$ cat config.mk
export PLATFORM = sky130hd
export DESIGN_NAME = uart_mmio_flat
export DESIGN_NICKNAME = d
export VERILOG_FILES = /design/src/rtl/uart_pkg.sv /design/src/rtl/uart_mmio_if.sv /design/src/rtl/uart_baud_gen.sv /design/src/rtl/uart_mmio.sv /design/src/flat_wrapper.sv
export SDC_FILE = /design/constraint.sdc
export NUM_CORES = 1
export LEC_CHECK = 0
export ABC_CLOCK_PERIOD_IN_PS = 2800
export CORE_UTILIZATION = 46
export CTS_CLUSTER_DIAMETER = 100
export DETAILED_ROUTE_END_ITERATION = 10
export HOLD_SLACK_MARGIN = 0.03
export PLACE_DENSITY = 0.8
export SETUP_SLACK_MARGIN = 0.05
export SKIP_LAST_GASP = 1
export SYNTH_ARGS = -nofsm -noshare
export SYNTH_HDL_FRONTEND = slang
export SYNTH_SLANG_ARGS = --single-unit
$ cat constraint.sdc
create_clock -name clk -period 2.8 [get_ports clk]
set_input_delay 0.28 -clock clk [delete_from_list [all_inputs] [get_ports clk]]
set_output_delay 0.28 -clock clk [all_outputs]
set_load 0.1 [all_outputs]
$ cat src/rtl/uart_pkg.sv
// uart_pkg: register addresses, CON bit positions and the shared UART FSM state type
package uart_pkg;
    localparam logic [31:0] UART_TXD_ADDR = 32'h4000_0018;
    localparam logic [31:0] UART_RXD_ADDR = 32'h4000_001C;
    localparam logic [31:0] UART_CON_ADDR = 32'h4000_0020;
    localparam int CON_TX_DONE    = 0;
    localparam int CON_RX_VALID   = 1;
    localparam int CON_TX_BUSY    = 2;
    localparam int CON_RX_OVERRUN = 3;
    localparam int CON_FRAME_ERR  = 4;
    typedef enum logic [1:0] {IDLE, START, DATA, STOP} uart_state_e;
    function automatic logic addr_hit(input logic [31:0] a, input logic [31:0] reg_addr);
        return (a & ~32'h3) == reg_addr;
    endfunction
endpackage

$ cat src/rtl/uart_mmio_if.sv
// uart_mmio_if: MEM-stage peripheral bus carrying strobes, address, store data and load data
interface uart_mmio_if;
    logic        mem_rd;
    logic        mem_wr;
    logic [31:0] addr;
    logic [31:0] wr_data;
    logic [31:0] rd_data;
    modport master (output mem_rd, mem_wr, addr, wr_data, input rd_data);
    modport slave  (input mem_rd, mem_wr, addr, wr_data, output rd_data);
endinterface

$ cat src/rtl/uart_baud_gen.sv
// uart_baud_gen: free-running divider producing one 16x-oversample tick per wrap
module uart_baud_gen #(
    parameter int CLK_FREQ = 50000000,
    parameter int BAUD     = 9600
) (
    input  logic clk,
    input  logic reset,
    output logic tick
);
    localparam int DIV = CLK_FREQ / (BAUD * 16);
    localparam int W = $clog2(DIV + 1);
    localparam logic [W-1:0] LAST = W'(DIV - 1);
    logic [W-1:0] cnt_q, cnt_d;
    always_comb begin
        tick  = cnt_q == LAST;
        cnt_d = tick ? '0 : cnt_q + 1'b1;
    end
    always_ff @(posedge clk) cnt_q <= reset ? '0 : cnt_d;
endmodule

$ cat src/rtl/uart_mmio.sv
// uart_mmio: memory-mapped 8N1 UART with TXD/RXD/CON registers and a level interrupt
module uart_mmio import uart_pkg::*; #(
    parameter int CLK_FREQ   = 50000000,
    parameter int BAUD       = 9600,
    parameter int OVERSAMPLE = 16
) (
    input  logic     clk,
    input  logic     reset,
    uart_mmio_if.slave bus,
    input  logic     uart_rx,
    output logic     uart_tx,
    output logic     irq
);
    localparam logic [3:0] LAST_TICK = 4'(OVERSAMPLE - 1);
    localparam logic [3:0] MID_TICK  = 4'(OVERSAMPLE / 2 - 1);
    logic tick, rd_txd, rd_rxd, rd_con, wr_txd, tx_busy, tx_fin, rx_done, rx_ferr, unused_ok;
    uart_state_e tx_st_q, tx_st_d, rx_st_q, rx_st_d;
    logic [3:0] tx_cnt_q, tx_cnt_d, rx_cnt_q, rx_cnt_d;
    logic [2:0] tx_idx_q, tx_idx_d, rx_idx_q, rx_idx_d;
    logic [7:0] txd_q, txd_d, rxd_q, rxd_d, rx_sh_q, rx_sh_d;
    logic tx_q, tx_d, rx_meta_q, rx_sync_q;
    logic tx_done_q, tx_done_d, rx_valid_q, rx_valid_d, ovr_q, ovr_d, ferr_q, ferr_d;
    logic [31:0] con;
    uart_baud_gen #(.CLK_FREQ(CLK_FREQ), .BAUD(BAUD)) u_baud (.clk(clk), .reset(reset), .tick(tick));
    assign unused_ok = ^bus.wr_data[31:8];
    always_comb begin
        rd_txd  = bus.mem_rd && addr_hit(bus.addr, UART_TXD_ADDR);
        rd_rxd  = bus.mem_rd && addr_hit(bus.addr, UART_RXD_ADDR);
        rd_con  = bus.mem_rd && addr_hit(bus.addr, UART_CON_ADDR);
        wr_txd  = bus.mem_wr && addr_hit(bus.addr, UART_TXD_ADDR);
        tx_busy = tx_st_q != IDLE;
    end
    // Line output is registered from next-state values so uart_tx changes with the state
    always_comb begin
        tx_st_d  = tx_st_q;
        tx_cnt_d = tx_cnt_q;
        tx_idx_d = tx_idx_q;
        txd_d    = txd_q;
        tx_fin   = 1'b0;
        if (tx_st_q == IDLE) begin
            if (wr_txd) begin
                txd_d    = bus.wr_data[7:0];
                tx_st_d  = START;
                tx_cnt_d = '0;
                tx_idx_d = '0;
            end
        end else if (tick) begin
            tx_cnt_d = tx_cnt_q + 4'd1;
            if (tx_cnt_q == LAST_TICK) begin
                tx_idx_d = tx_st_q == DATA ? tx_idx_q + 3'd1 : '0;
                tx_st_d  = tx_st_q == START ? DATA : tx_st_q == STOP ? IDLE : tx_idx_q == 3'd7 ? STOP : DATA;
                tx_fin   = tx_st_q == STOP;
            end
        end
        tx_d = tx_st_d == START ? 1'b0 : tx_st_d == DATA ? txd_d[tx_idx_d] : 1'b1;
    end
    always_comb begin
        rx_st_d  = rx_st_q;
        rx_cnt_d = rx_cnt_q;
        rx_idx_d = rx_idx_q;
        rx_sh_d  = rx_sh_q;
        rx_done  = 1'b0;
        rx_ferr  = 1'b0;
        if (rx_st_q == IDLE) begin
            if (!rx_sync_q) begin
                rx_st_d  = START;
                rx_cnt_d = '0;
            end
        end else if (tick) begin
            rx_cnt_d = rx_cnt_q + 4'd1;
            if (rx_st_q == START && rx_cnt_q == MID_TICK) begin
                rx_st_d  = rx_sync_q ? IDLE : DATA;
                rx_cnt_d = '0;
                rx_idx_d = '0;
            end else if (rx_st_q == DATA && rx_cnt_q == LAST_TICK) begin
                rx_sh_d  = {rx_sync_q, rx_sh_q[7:1]};
                rx_idx_d = rx_idx_q + 3'd1;
                rx_st_d  = rx_idx_q == 3'd7 ? STOP : DATA;
            end else if (rx_st_q == STOP && rx_cnt_q == LAST_TICK) begin
                rx_st_d = IDLE;
                rx_done = rx_sync_q;
                rx_ferr = !rx_sync_q;
            end
        end
        rxd_d = rx_done ? rx_sh_q : rxd_q;
    end
    always_comb begin
        tx_done_d  = tx_fin | (tx_done_q & ~rd_con);
        rx_valid_d = rx_done | (rx_valid_q & ~rd_rxd);
        ovr_d      = (rx_done & rx_valid_q & ~rd_rxd) | (ovr_q & ~rd_con);
        ferr_d     = rx_ferr | (ferr_q & ~rd_con);
        con = '0;
        con[CON_TX_DONE]    = tx_done_q;
        con[CON_RX_VALID]   = rx_valid_q;
        con[CON_TX_BUSY]    = tx_busy;
        con[CON_RX_OVERRUN] = ovr_q;
        con[CON_FRAME_ERR]  = ferr_q;
        bus.rd_data = rd_txd ? {24'h0, txd_q} : rd_rxd ? {24'h0, rxd_q} : rd_con ? con : '0;
        irq = tx_done_q | rx_valid_q;
        uart_tx = tx_q;
    end
    always_ff @(posedge clk) begin
        if (reset) begin
            tx_st_q <= IDLE;  tx_cnt_q <= '0; tx_idx_q <= '0; txd_q <= '0; tx_q <= 1'b1;
            rx_st_q <= IDLE;  rx_cnt_q <= '0; rx_idx_q <= '0; rxd_q <= '0; rx_sh_q <= '0;
            rx_meta_q <= 1'b1; rx_sync_q <= 1'b1;
            tx_done_q <= 1'b0; rx_valid_q <= 1'b0; ovr_q <= 1'b0; ferr_q <= 1'b0;
        end else begin
            tx_st_q <= tx_st_d; tx_cnt_q <= tx_cnt_d; tx_idx_q <= tx_idx_d; txd_q <= txd_d; tx_q <= tx_d;
            rx_st_q <= rx_st_d; rx_cnt_q <= rx_cnt_d; rx_idx_q <= rx_idx_d; rxd_q <= rxd_d; rx_sh_q <= rx_sh_d;
            rx_meta_q <= uart_rx; rx_sync_q <= rx_meta_q;
            tx_done_q <= tx_done_d; rx_valid_q <= rx_valid_d; ovr_q <= ovr_d; ferr_q <= ferr_d;
        end
    end
endmodule

$ cat src/flat_wrapper.sv
// flat-port wrapper written by rule: the top's interface ports become plain ports
module uart_mmio_flat import uart_pkg::*;
#(
    parameter int CLK_FREQ   = 50000000,
    parameter int BAUD       = 9600,
    parameter int OVERSAMPLE = 16
)
  (clk, reset, uart_rx, uart_tx, irq, bus_mem_rd, bus_mem_wr, bus_addr, bus_wr_data, bus_rd_data);
  uart_mmio_if bus_i ();
  input  logic clk;
  input  logic reset;
  input  logic uart_rx;
  output logic uart_tx;
  output logic irq;
  input wire logic [$bits(bus_i.mem_rd)-1:0] bus_mem_rd;
  input wire logic [$bits(bus_i.mem_wr)-1:0] bus_mem_wr;
  input wire logic [$bits(bus_i.addr)-1:0] bus_addr;
  input wire logic [$bits(bus_i.wr_data)-1:0] bus_wr_data;
  output wire logic [$bits(bus_i.rd_data)-1:0] bus_rd_data;
  assign bus_i.mem_rd = bus_mem_rd;
  assign bus_i.mem_wr = bus_mem_wr;
  assign bus_i.addr = bus_addr;
  assign bus_i.wr_data = bus_wr_data;
  assign bus_rd_data = bus_i.rd_data;
  uart_mmio #(.CLK_FREQ(CLK_FREQ), .BAUD(BAUD), .OVERSAMPLE(OVERSAMPLE)) u_core (.clk(clk), .reset(reset), .bus(bus_i), .uart_rx(uart_rx), .uart_tx(uart_tx), .irq(irq));
endmodule
---- After elaboration in Yosys (flattened, before gate mapping) ----
Index checks and enable logic that the tools add are counted.
storage, ports and cells
  flip-flop bits (word level) ............. 58
operators by class
  add/sub/neg operators ................... 5
  bitwise gates (word level) .............. 15
  $lt $le $gt $ge ......................... 1
  multiplexer cells ....................... 51
  reductions and logical operators ........ 21
  eq/ne operators ......................... 19
operator list
  cell                                                        number
  equality test 30 x 29 -> 1 bit, second input constant       3
  2-to-1 mux 32 bit                                           2
  2-to-1 mux 4 bit                                            7
  2-to-1 mux 2 bit                                            13
  2-to-1 mux 3 bit                                            7
  2-to-1 mux 1 bit                                            18
  2-to-1 mux 8 bit                                            2
  equality test 2 bit, second input constant                  5
  adder 9 x 1 -> 9 bit, second input constant                 1
  equality test 9 bit, second input constant                  1
  adder 4 x 1 -> 4 bit, second input constant                 2
  equality test 4 bit, second input constant                  2
  nonzero test 2 bit                                          4
  logical AND 1 bit                                           7
  adder 3 x 1 -> 3 bit, second input constant                 2
  AND 1 bit                                                   6
  equality test 2 x 1 -> 1 bit, second input constant         3
  equality test 3 bit, second input constant                  2
  AND reduction 3 bit                                         2
  2-to-1 mux 5 bit                                            1
  bitwise OR 1 bit                                            5
  equality test 4 x 3 -> 1 bit, second input constant         1
  logical NOT 2 bit                                           2
  less-than comparator 3 x 4 -> 1 bit, second input constant  1
  9 further kinds                                             13

---- Depth between registers and ports, before layout ----
  depth after elaboration ................. 10
  mapped depth ............................ 10
  depth with buffers taken out ............ 9

---- By module ----
Synthesis repeated with hierarchy kept, for this count alone.
second synthesis, totals
  cell total of the unflattened synthesis .. 367
  area total of the unflattened synthesis .. 3246.9 um^2
modules (own cells, without submodules)
  module         instances  area an instance (um^2)  cells an instance  seq. area each (um^2)
  uart_mmio      1          2806.4                   319                980.9
  uart_baud_gen  1          440.4                    48                 180.2

---- Worst setup path before layout ----
No wires, ideal clock.
  path type ............................... input -> output
  start point ............................. in bus_addr[7]
  end point ............................... out bus_rd_data[2]
  required time ........................... 2520 ps
  stages .................................. 6
  arrival ................................. 2097 ps
  slack ................................... 423 ps
  path through ............................ nor4b_1 and4_1 and2_1 and4b_1 buf_2 a221o_1
on the way
  word-level cells in the longest chain between the ends .. 5
ends and longest elaborated chain
  what                            line                text
  start, declared                 flat_wrapper.sv:17  input wire logic [$bits(bus_i.addr)-1:0] bus_addr;
  equality test 30 x 29 -> 1 bit  uart_pkg.sv:13      return (a & ~32'h3) == reg_addr;
  logical AND 1 bit               uart_mmio.sv:29     rd_con = bus.mem_rd && addr_hit(bus.addr, UART_CON_ADDR);
  2-to-1 mux 5 bit                uart_mmio.sv:98     bus.rd_data = rd_txd ? {24'h0, txd_q} : rd_rxd ? {24'h0, rxd_q} : rd_con ? con : '0;
  2-to-1 mux 32 bit               uart_mmio.sv:98
  2-to-1 mux 32 bit (*)           uart_mmio.sv:98
  end, declared                   flat_wrapper.sv:19  output wire logic [$bits(bus_i.rd_data)-1:0] bus_rd_data;
Mark *: on every way between the ends. The rest lies on a longest branch, timed or not.

---- Final worst setup path ----
  start point ............................. in bus_addr[7]
  end point ............................... out bus_rd_data[4]
Same word-level chain as after synthesis.

==> run_results.csv <==
group,metric,value,unit
layout,fill_cells,547,
global_routing,grt_pass1_vias,2680,
clocking,cts_tree,"done",
clocking,clkSlewWorstSetupHoldPaths,0.07,ns
critical_path,crit-reg2reg-launch,"u_core.u_baud.cnt_q[0]$_SDFF_PP0_",
layout,area_growth_syn_to_layout,26.4,%
synth,mean_instance_size_in_the_synthesized_netlist,8.43,sq um
clocking,postCtsSetupBuffers,0,
power,pwr_density_cell,499,mW/mm^2
synth,synth-async-reset-ratio,0,%
sta,worst_slew_pin_slew,0.623,ns
min_path,worstHoldPathType,"reg -> reg",
sta,endpoints_failing_hold,0,
layout,most-common-layout-cells,"58 x sky130_fd_sc_hd__dfxtp_1, 46 x sky130_fd_sc_hd__nor2_1, 42 x sky130_fd_sc_hd__clkdlybuf4s50_1, 36 x sky130_fd_sc_hd__nand2_1, 31 x sky130_fd_sc_hd__a21oi_1",
critical_path,worst-r2r-cell-count,9,
critical_path,worst_ep_arrival_time,2.28,ns
power,power.sequential.fraction,43.3,%
sta,post_route_clock_period_utilization,91.3,%
power,p_switching,0.000529,W
floorplan,initial_core_util,48.0,%
synth,synth_top_area_cell,"sky130_fd_sc_hd__dfxtp_1",
clocking,worst_skew_pair.late_latency,0.35,ns
critical_path,setup.worst_path.start_class,"input pin",
clocking,cts_inserted_buffers,9,
layout,final_cells,502,
sta,finalSetupTns,0,ns
sta,skew,0.00958,ns
synth,yosysWarningCount,0,
layout,final_common_cell,"sky130_fd_sc_hd__dfxtp_1",
sta,fmaxAchievable,391,MHz
synth,netlist-cell-type-count,60,
sta,worst_slew_margin_relative_to_its_limit,58.3,%
floorplan,fp.dieH,83.9,microns
synth,synth_seq_area_share,37.6,%
placed_design,place_congestion,0.825,
clocking,numClockSinks,58,
sta,slew_violations,0,
clocking,cts_root_buffer,"sky130_fd_sc_hd__clkbuf_8",
layout,fin_nets,498,
outcome,status,"finished with violations",
detailed_routing,drt_first_iter_violations,164,
floorplan,core_area,0.00642,sq mm
sta,finalCriticalPeriod,2.56,ns
global_routing,overall_overflow_remaining_after_global_route,0,
sta,final-setup-viol-count,0,
placed_design,dpl.cell_count,487,
min_path,holdPathStages,1,
power,p_int,0.00142,W
clocking,cts_hold_buffers,0,
sta,finalHoldWorstSlack,0.413,ns
synth,yosys.area.top_type_share,37.6,%
min_path,timing.hold.worst.start,"u_core.rx_meta_q$_SDFF_PP1_",
job,cap_viol_max_count,0,
clocking,post_cts.resized_instances,0,
synth,ys_seq_elements,58,
floorplan,die_outline_area,0.00704,sq mm
synth,dominantRegCellSynth,"sky130_fd_sc_hd__dfxtp_1",
critical_path,criticalPathCategory,"in -> out",
detailed_routing,drc,28,
clocking,clock_tree.htree_level_count,3,
global_routing,grt_usage,21.0,%
synth,syn_area,0.00309,sq mm
critical_path,required,2.52,ns
global_routing,initial_antenna_violation_count,0,
placed_design,io_buffer_count,52,
floorplan,die_w,83.9,microns
power,power.leakage,1.55,nW
layout,fraction_of_layout_instances_using_a_drive_strength_above_1,11.8,%
power,combPwrFrac,12.4,%
detailed_routing,drt-vias-per-instance,5.64,
layout,antenna_cells,0,
detailed_routing,vias,2830,
critical_path,startpoint_of_the_most_critical_setup_path,"bus_addr[7]",
floorplan,placement_rows,29,
power,share_clk_of_total_power,44.4,%
outcome,violated_checks,"design-rule violations",
placed_design,post-dp-hpwl,5.17,mm
floorplan,ios,103,
power,power.share.switching,27.2,%
detailed_routing,route.detailed.wl_per_inst,14.1,microns
global_routing,grt_max_degree,27,
clocking,cts_max_path_buffers,2,
detailed_routing,drt_first_pass_iters,9,
synth,ys_top_cells_by_area,"sky130_fd_sc_hd__dfxtp_1 38%, sky130_fd_sc_hd__buf_4 5.8%, sky130_fd_sc_hd__nor2_1 5.6%",
detailed_routing,postRouteAntennaNets,0,
critical_path,cp-end-kind,"primary output",
sta,grt_setup_unrepaired,"false",
power,worst_ir_drop_on_vdd,346,uV
critical_path,critPathMaxFanout,8,
synth,synth_enable_flop_cells,0,
detailed_routing,wl,7.06,mm
global_routing,grt_pass1_wl,11.9,mm
critical_path,register_to_register_setup_slack,0.47,ns
synth,syn-instance-count,366,
[flip-flops by register name (all words and copies together), names as in the netlist]
name,count
u_core.uart_tx,1
u_core.tx_done_q,1
u_core.ferr_q,1
u_core.txd_q,8
u_core.rx_st_q,2
u_core.rx_valid_q,1
u_core.rx_meta_q,1
u_core.ovr_q,1
u_core.rx_cnt_q,4
u_core.rx_idx_q,3
u_core.tx_idx_q,3
u_core.tx_cnt_q,4
u_core.tx_st_q,2
u_core.rxd_q,8
u_core.rx_sh_q,8
u_core.rx_sync_q,1
u_core.u_baud.cnt_q,9
[cell usage after synthesis (7+ instances only)]
| cell | count |
|---|---|
| sky130_fd_sc_hd__and3_1 | 7 |
| sky130_fd_sc_hd__dfxtp_1 | 58 |
| sky130_fd_sc_hd__inv_1 | 10 |
| sky130_fd_sc_hd__a21oi_1 | 31 |
| sky130_fd_sc_hd__o21ai_0 | 7 |
| sky130_fd_sc_hd__nand3_1 | 19 |
| sky130_fd_sc_hd__mux2i_1 | 8 |
| sky130_fd_sc_hd__buf_4 | 24 |
| sky130_fd_sc_hd__clkbuf_1 | 12 |
| sky130_fd_sc_hd__nor2_1 | 46 |
| sky130_fd_sc_hd__nand2_1 | 36 |
| sky130_fd_sc_hd__ha_1 | 8 |
| sky130_fd_sc_hd__nor3_1 | 8 |
[worst paths after layout]
| path | endpoint |
|---|---|
| min | u_core.rx_sync_q$_SDFF_PP1_ |
| min reg2reg | u_core.rx_sync_q$_SDFF_PP1_ |
| max | bus_rd_data[4] |
| max reg2reg | u_core.uart_tx$_SDFF_PP1_ |
[power groups by stage]
stage | combinational, W | clock (W) | sequential [W]
after floorplan | 0.000199 | 0 | 0.000855
after global placement | 0.000238 | 0 | 0.000859
after detailed placement | 0.000239 | 0 | 0.000860
after CTS | 0.000240 | 0.000867 | 0.000841
after global routing | 0.000250 | 0.000902 | 0.000842
final | 0.000240 | 0.000862 | 0.000841
[logic make-up after synthesis]
family / after synthesis / share of synthesized area, %
multiplexers: 9 / 2.96
flip-flops: 58 / 37.6
AO/OA/AOI/OAI: 73 / 16.5
other: 1 / 0.122
AND/OR/NAND/NOR: 158 / 27.7
adder cells (fa/ha/maj): 8 / 3.24
buffers and inverters: 51 / 9.53
XOR/XNOR: 8 / 2.27
[layer usage]
layer / GRT usage [%] / vias to the layer above / wire [microns]
met3: 4.55 / 10 / 562
met2: 35.9 / 113 / 3380
met1: 24.8 / 1332 / 3030
met5: 0 / - / 0
met4: 10.2 / 0 / 85
li1: - / 1375 / -
[metrics by stage]
step | total power [W] | cell area, sq um | setup slack, ns | util (%)
after floorplan | 0.00105 | 3170 | 0.423 | -
after global placement | 0.00110 | 3680 | 0.190 | 57.3
after detailed placement | 0.00110 | 3680 | 0.193 | 57.3
after CTS | 0.00195 | 3900 | 0.197 | 60.7
after global routing | 0.00199 | 3900 | 0.0718 | 60.7
final | 0.00194 | 3900 | 0.244 | 60.7
[critical path, stage by stage]
cell and delay [ns]:
sky130_fd_sc_hd__clkdlybuf4s50_1 0.40, sky130_fd_sc_hd__nor4b_1 0.27, sky130_fd_sc_hd__and4_1 0.25, sky130_fd_sc_hd__and2_1 0.18, sky130_fd_sc_hd__and4b_1 0.41, sky130_fd_sc_hd__a222oi_1 0.18, sky130_fd_sc_hd__inv_1 0.12, sky130_fd_sc_hd__buf_12 0.18
[final cells by class]
cell class                      instances  area [sq um]  share of cell area [%]
Timing Repair Buffer                   62           671                    17.2
Clock buffer                           10           138                    3.53
Multi-Input combinational cell        280          1720                    44.0
Clock inverter                          5          78.8                    2.02
Sequential cell                        58          1160                    29.8
Tap cell                               77          96.3                    2.47
Inverter                               10          37.5                   0.963
(Power assumes the default switching activity.)
